### config.mk
export PLATFORM = sky130hd
export DESIGN_NAME = jtframe_rstseq
export DESIGN_NICKNAME = d
export VERILOG_FILES = /design/src/rtl/jtframe_pkg.sv /design/src/rtl/jtframe_sync.sv /design/src/rtl/jtframe_rstseq.sv
export SDC_FILE = /design/constraint.sdc
export NUM_CORES = 1
export LEC_CHECK = 0
export BUFFER_PORTS_ARGS = -buffer_cell sky130_fd_sc_hd__buf_2
export CAP_MARGIN = 10
export CORE_MARGIN = 4
export CORE_UTILIZATION = 63
export DETAILED_ROUTE_END_ITERATION = 8
export HOLD_SLACK_MARGIN = 0.1
export MAX_ROUTING_LAYER = met4
export PLACE_DENSITY = 0.83
export SYNTH_ARGS = -nofsm -noshare
export SYNTH_HDL_FRONTEND = slang
export SYNTH_SLANG_ARGS = --single-unit
export TNS_END_PERCENT = 5
### constraint.sdc
create_clock -name clk -period 7.4 [get_ports clk]
set_input_delay 0.74 -clock clk [delete_from_list [all_inputs] [get_ports clk]]
set_output_delay 0.74 -clock clk [all_outputs]
set_load 0.01 [all_outputs]
### src/rtl/jtframe_pkg.sv
// Shared clocking-block definitions.
// Holds the reset-sequencer state encoding, so debug/OSD logic can decode the
// 3-bit st output, and the default timing constants.
// No ports: package only.
package jtframe_pkg;

    typedef enum logic [2:0] {
        ST_WAIT_LOCK = 3'd0,
        ST_STABLE    = 3'd1,
        ST_PWRUP     = 3'd2,
        ST_SDINIT    = 3'd3,
        ST_VIDEO     = 3'd4,
        ST_RUN       = 3'd5,
        ST_SOFT      = 3'd6
    } rstseq_st_t;

    localparam int RSTSEQ_LOCK_CYCLES  = 1024;
    localparam int RSTSEQ_SDRAM_WAIT   = 9600;  // 100 us at 96 MHz
    localparam int RSTSEQ_STAGE_GAP    = 16;
    localparam int RSTSEQ_INIT_TIMEOUT = 65536;

    function automatic int rstseq_max4(input int a, input int b, input int c, input int d);
        int m;
        m = a;
        if (b > m) m = b;
        if (c > m) m = c;
        if (d > m) m = d;
        return m;
    endfunction

endpackage

### src/rtl/jtframe_sync.sv
// Generic 2-flop synchroniser for a single-bit level crossing into clk.
// Ports:
//   clk   - destination clock
//   rst_n - synchronous active-low reset, clears both flops
//   din   - asynchronous input level
//   dout  - din re-timed to clk, 2 edges of latency
module jtframe_sync (
    input  logic clk,
    input  logic rst_n,
    input  logic din,
    output logic dout
);

    logic meta_p0;
    logic sync_p1;

    always_ff @(posedge clk) begin
        if (!rst_n) begin
            meta_p0 <= 1'b0;
            sync_p1 <= 1'b0;
        end else begin
            // stage 0: may go metastable; stage 1: resolved level
            meta_p0 <= din;
            sync_p1 <= meta_p0;
        end
    end

    assign dout = sync_p1;

endmodule

### src/rtl/jtframe_rstseq.sv
// Reset sequencer for the clocking block.
// Qualifies PLL lock, then releases the SDRAM, video and game reset domains in
// that order. Losing lock re-arms the whole sequence; soft_rst re-runs only the
// game domain.
// Ports:
//   clk             - SDRAM-rate PLL clock
//   rst_n           - synchronous active-low reset
//   pll_locked      - PLL lock, asynchronous (synchronised here)
//   soft_rst        - game soft-reset request (level)
//   sdram_init_done - SDRAM controller finished its mode-register sequence
//   rst_sdram/rst_video/rst_game - active-high domain resets (registered)
//   ready           - high only in RUN
//   init_err        - sticky SDRAM init timeout flag
//   st              - current state for debug
module jtframe_rstseq
    import jtframe_pkg::*;
#(
    parameter int LOCK_CYCLES  = RSTSEQ_LOCK_CYCLES,
    parameter int SDRAM_WAIT   = RSTSEQ_SDRAM_WAIT,
    parameter int STAGE_GAP    = RSTSEQ_STAGE_GAP,
    parameter int INIT_TIMEOUT = RSTSEQ_INIT_TIMEOUT
) (
    input  logic       clk,
    input  logic       rst_n,
    input  logic       pll_locked,
    input  logic       soft_rst,
    input  logic       sdram_init_done,
    output logic       rst_sdram,
    output logic       rst_video,
    output logic       rst_game,
    output logic       ready,
    output logic       init_err,
    output logic [2:0] st
);

    localparam int CNT_MAX = rstseq_max4(LOCK_CYCLES, SDRAM_WAIT, STAGE_GAP, INIT_TIMEOUT);
    localparam int CW      = $clog2(CNT_MAX + 2);

    typedef logic [CW-1:0] cnt_t;

    // Terminal counts: the counter starts at 0 on entry, so N cycles end at N-1.
    localparam cnt_t LOCK_LAST = cnt_t'(LOCK_CYCLES - 1);
    localparam cnt_t SDW_LAST  = cnt_t'(SDRAM_WAIT - 1);
    localparam cnt_t GAP_LAST  = cnt_t'(STAGE_GAP - 1);
    localparam cnt_t TO_LAST   = cnt_t'(INIT_TIMEOUT - 1);
    localparam cnt_t CNT_SAT   = '1;

    rstseq_st_t state;
    rstseq_st_t nxt;
    cnt_t       cnt;
    logic       locked_s;
    logic       init_done_p0;
    logic       cnt_run;
    logic       timeout;

    jtframe_sync u_lock_sync (
        .clk   (clk),
        .rst_n (rst_n),
        .din   (pll_locked),
        .dout  (locked_s)
    );

    always_comb begin
        nxt     = state;
        cnt_run = 1'b0;
        timeout = 1'b0;
        case (state)
            ST_WAIT_LOCK: begin
                if (locked_s) nxt = ST_STABLE;
            end
            ST_STABLE: begin
                cnt_run = 1'b1;
                if (cnt == LOCK_LAST) nxt = ST_PWRUP;
            end
            ST_PWRUP: begin
                cnt_run = 1'b1;
                if (cnt == SDW_LAST) nxt = ST_SDINIT;
            end
            ST_SDINIT: begin
                cnt_run = 1'b1;
                // timeout wins over a done that arrives in the same cycle
                if (cnt == TO_LAST) begin
                    nxt     = ST_PWRUP;
                    timeout = 1'b1;
                end else if (init_done_p0) begin
                    nxt = ST_VIDEO;
                end
            end
            ST_VIDEO: begin
                cnt_run = 1'b1;
                if (cnt == GAP_LAST) nxt = ST_RUN;
            end
            ST_RUN: begin
                if (soft_rst) nxt = ST_SOFT;
            end
            ST_SOFT: begin
                // the hold count only advances once the request is released
                if (!soft_rst) begin
                    cnt_run = 1'b1;
                    if (cnt == GAP_LAST) nxt = ST_RUN;
                end
            end
            default: nxt = ST_WAIT_LOCK;
        endcase
        // lock loss overrides everything, including a pending timeout
        if (!locked_s && state != ST_WAIT_LOCK) begin
            nxt     = ST_WAIT_LOCK;
            timeout = 1'b0;
        end
    end

    always_ff @(posedge clk) begin
        if (!rst_n) begin
            state        <= ST_WAIT_LOCK;
            cnt          <= '0;
            init_done_p0 <= 1'b0;
            init_err     <= 1'b0;
            rst_sdram    <= 1'b1;
            rst_video    <= 1'b1;
            rst_game     <= 1'b1;
            ready        <= 1'b0;
        end else begin
            state        <= nxt;
            init_done_p0 <= sdram_init_done;
            if (nxt != state)
                cnt <= '0;
            else if (cnt_run && cnt != CNT_SAT)
                cnt <= cnt + cnt_t'(1);
            if (timeout) init_err <= 1'b1;
            // outputs decoded from the next state so they change with it
            rst_sdram <= (nxt == ST_WAIT_LOCK) || (nxt == ST_STABLE) || (nxt == ST_PWRUP);
            rst_video <= !((nxt == ST_VIDEO) || (nxt == ST_RUN) || (nxt == ST_SOFT));
            rst_game  <= (nxt != ST_RUN);
            ready     <= (nxt == ST_RUN);
        end
    end

    assign st = state;

endmodule

==> flow_summary.json <==
{
  "crit_type": "reg2reg",
  "finalCriticalPeriod_ns": 3.12,
  "setup.worst_path.start": "cnt[4]$_SDFFE_PP0P_",
  "synth_area_sq_mm": 0.00157,
  "nFillCells": 182,
  "dieArea_sq_mm": 0.00336,
  "drive_above_1_share_pct": 18.7,
  "holdCritStartpoint": "u_lock_sync.meta_p0$_SDFF_PN0_",
  "timing.final.crit_share_pct": 42.1,
  "post-cts-setup-buffers": 0,
  "initial_core_util_pct": 68.4,
  "rr_startpoint": "cnt[4]$_SDFFE_PP0P_",
  "syn_area_per_cell_sq_um": 9.03,
  "peakVddDrop_mv": 0.140,
  "ant_nets": 0,
  "area_growth_pct": 3.98,
  "wl_per_cell_um": 14.4,
  "io_buffer_count": 12,
  "path_cells": "and3_4 -> nand3_4 -> nor4_1 -> ha_1 -> nor4bb_1 -> o21ai_0 -> o311a_4 -> a211oi_1 -> a211o_1 -> nor3_1",
  "diodes": 0,
  "gp_congestion": 0.927,
  "synthArstFlopShare_pct": 0,
  "hold_violations": 0,
  "synth_cells": 174,
  "critPathCaptureType": "flop",
  "worstPathMaxFanout": 17,
  "final_max_slew_viol_count": 0,
  "cp-start-kind": "flop",
  "final_cells": 210,
  "grt_pass1_vias": 1197,
  "worst_pin_slew_ns": 0.975,
  "synthTopCellsByCount": "dfxtp_1, nor2_1, nand2_1, nor3_2, xnor2_1",
  "drtIter0Drc": 50,
  "setup_violations": 0,
  "met2_usage_pct": 31.3,
  "top_usage_layer": "met2",
  "cts.htree.levels": 1,
  "status": "finished, final reports clean",
  "ys.flop_type": "dfxtp_1",
  "cts_buffer_depth": 2,
  "yosysTopAreaCell": "dfxtp_1",
  "track_usage_pct": 20.5,
  "synth.net_count": 182,
  "slowest_delay_ns": 0.56,
  "grt_overflow_total": 0,
  "clockRootBuffer": "clkbuf_4",
  "yosysMostFrequentCell": "dfxtp_1",
  "routed_wl_um": 3030,
  "synth_top_cell_area_share_pct": 35.7,
  "ys_seq_area_share_pct": 35.7,
  "antenna_found_initial": 0,
  "std_cell_rows": 17,
  "die_w_um": 57.9,
  "yosys-top-cells-area": "dfxtp_1, nor3_2, xnor2_1",
  "synth_edf_count": 0,
  "hold_class": "reg2reg",
  "viasPerCell": 6.19,
  "hpwlAfterDp_um": 2220,
  "postCtsHoldBufs": 0,
  "drtPass1Iterations": 4,
  "pin_count": 13,
  "synth.distinct_cells": 46,
  "clock_skew_ns": 0.0111,
  "final_core_util_pct": 71.1,
  "cpMaxStageDelayCell": "a211o_1",
  "cts_sinks": 28,
  "post-route-drc-count": 0,
  "slew_headroom_pct": 34.7,
  "dp.cells": 207,
  "synth_seq_cells": 28,
  "core_area_sq_mm": 0.00230,
  "cts_resized": 0,
  "powerDensity_mw_per_mm2": 141,
  "gr-usage-met1_pct": 27.0,
  "die_h_um": 57.9,
  "grt_max_degree": 18,
  "cts_tree": "built",
  "max_freq_ghz": 0.321,
  "required_ns": 7.64,
  "crit_arrival_ns": 3.36,
  "route.vias.total": 1300,
  "p_leak_nw": 0.583,
  "cts_made_buffers": 3,
  "grt_pass1_wl_um": 5260,
  "insertion_delay_ns": 0.33,
  "nets": 192,
  "clk_pin_slew_ns": 0.14,
  "cap_viol_max_count": 0,
  "ys_warn_count": 0,
  "tns_ns": 0,
  "rsz0062_at_grt": "no",
  "use_met3_pct": 3.34
}
==> metal layers <==
metal / vias to the layer above / wire (um)
li1: 639 / -
met1: 635 / 1450
met2: 22 / 1410
met3: 4 / 114
met4: 0 / 47
met5: - / 0
==> per-stage QoR <==
stage / instance area (sq um) / total power, mW / setup slack (ns) / hold slack [ns]
2_1_floorplan: 1570 / 0.171 / 4.85 / 0.412
3_3_place_gp: 1610 / 0.171 / 4.58 / 0.422
3_5_place_dp: 1610 / 0.172 / 4.34 / 0.426
4_1_cts: 1630 / 0.232 / 4.31 / 0.460
5_1_grt: 1630 / 0.241 / 4.06 / 0.476
6_report: 1630 / 0.230 / 4.28 / 0.453
==> layout by cell type (no fill, tap or decap), drive strengths merged <==
| cell type | synthesis | routed |
|---|---|---|
| a211o | 1 | 1 |
| a211oi | 2 | 2 |
| a21o | 2 | 2 |
| a21oi | 5 | 5 |
| a31oi | 1 | 1 |
| a41oi | 1 | 1 |
| and2 | 4 | 4 |
| and3 | 6 | 6 |
| and4 | 1 | 1 |
| and4b | 1 | 1 |
| buf | 7 | 13 |
| clkbuf | 1 | 3 |
| dfxtp | 28 | 28 |
| ha | 3 | 3 |
| inv | 8 | 8 |
| mux2i | 2 | 2 |
| nand2 | 12 | 12 |
| nand2b | 2 | 2 |
| nand3 | 7 | 7 |
| nand3b | 2 | 2 |
| nand4 | 4 | 4 |
| nand4b | 1 | 1 |
| nor2 | 14 | 14 |
| nor2b | 2 | 2 |
| nor3 | 22 | 22 |
| nor3b | 3 | 3 |
| nor4 | 4 | 4 |
| nor4bb | 1 | 1 |
| o211a | 1 | 1 |
| o211ai | 1 | 1 |
| o21ai | 1 | 1 |
| o311a | 1 | 1 |
| o31ai | 3 | 3 |
| o41ai | 1 | 1 |
| or3 | 3 | 3 |
| or4 | 1 | 1 |
| xnor2 | 12 | 12 |
| xor2 | 3 | 3 |
==> final cells by class <==
| type | count | area [sq um] | share of cell area [%] |
|---|---|---|---|
| inverter | 8 | 30.0 | 1.84 |
| clock buffer | 3 | 22.5 | 1.38 |
| tap | 28 | 35.0 | 2.14 |
| multi-input combinational | 130 | 918 | 56.2 |
| timing repair buffer | 13 | 67.6 | 4.13 |
| sequential | 28 | 561 | 34.3 |
==> worst max-delay path: cells and delay by family, from the launching register on <==
family | cells | cell delay [ns]
and+or+nand+nor | 5 | 1.17
AOI/OAI and AO/OA | 4 | 1.11
DFF | 1 | 0.44
adders and majority gates | 1 | 0.29
==> final timing paths <==
kind	end	slack, ns	cells past startpoint
min reg2reg	u_lock_sync.dout$_SDFF_PN0_	0.45	1
max	cnt[14]$_SDFFE_PP0P_	4.28	10
min	u_lock_sync.dout$_SDFF_PN0_	0.45	1
max reg2reg	cnt[14]$_SDFFE_PP0P_	4.28	10
==> report_power, final <==
group,switching (mW),internal [mW],total (mW)
Combinational,0.00901,0.00510,0.0141
Clock,0.0420,0.0191,0.0611
Sequential,0.00227,0.152,0.154
==> logic make-up after synthesis <==
| family | count (synthesis) | synth area share, % |
|---|---|---|
| flip-flops | 28 | 35.7 |
| adder cells (fa/ha/maj) | 3 | 2.39 |
| multiplexers | 2 | 1.27 |
| XOR/XNOR | 15 | 8.36 |
| AO/OA/AOI/OAI | 20 | 10.7 |
| buffers and inverters | 16 | 5.89 |
| AND/OR/NAND/NOR | 90 | 35.7 |
==> flip-flops by register name (all words and copies together), names as in the netlist <==
| register | cells |
|---|---|
| init_done_p0 | 1 |
| st | 3 |
| u_lock_sync.dout | 1 |
| ready | 1 |
| cnt | 17 |
| u_lock_sync.meta_p0 | 1 |
| rst_video | 1 |
| init_err | 1 |
| rst_game | 1 |
| rst_sdram | 1 |
Note: power is estimated with default switching activity, not from simulation.
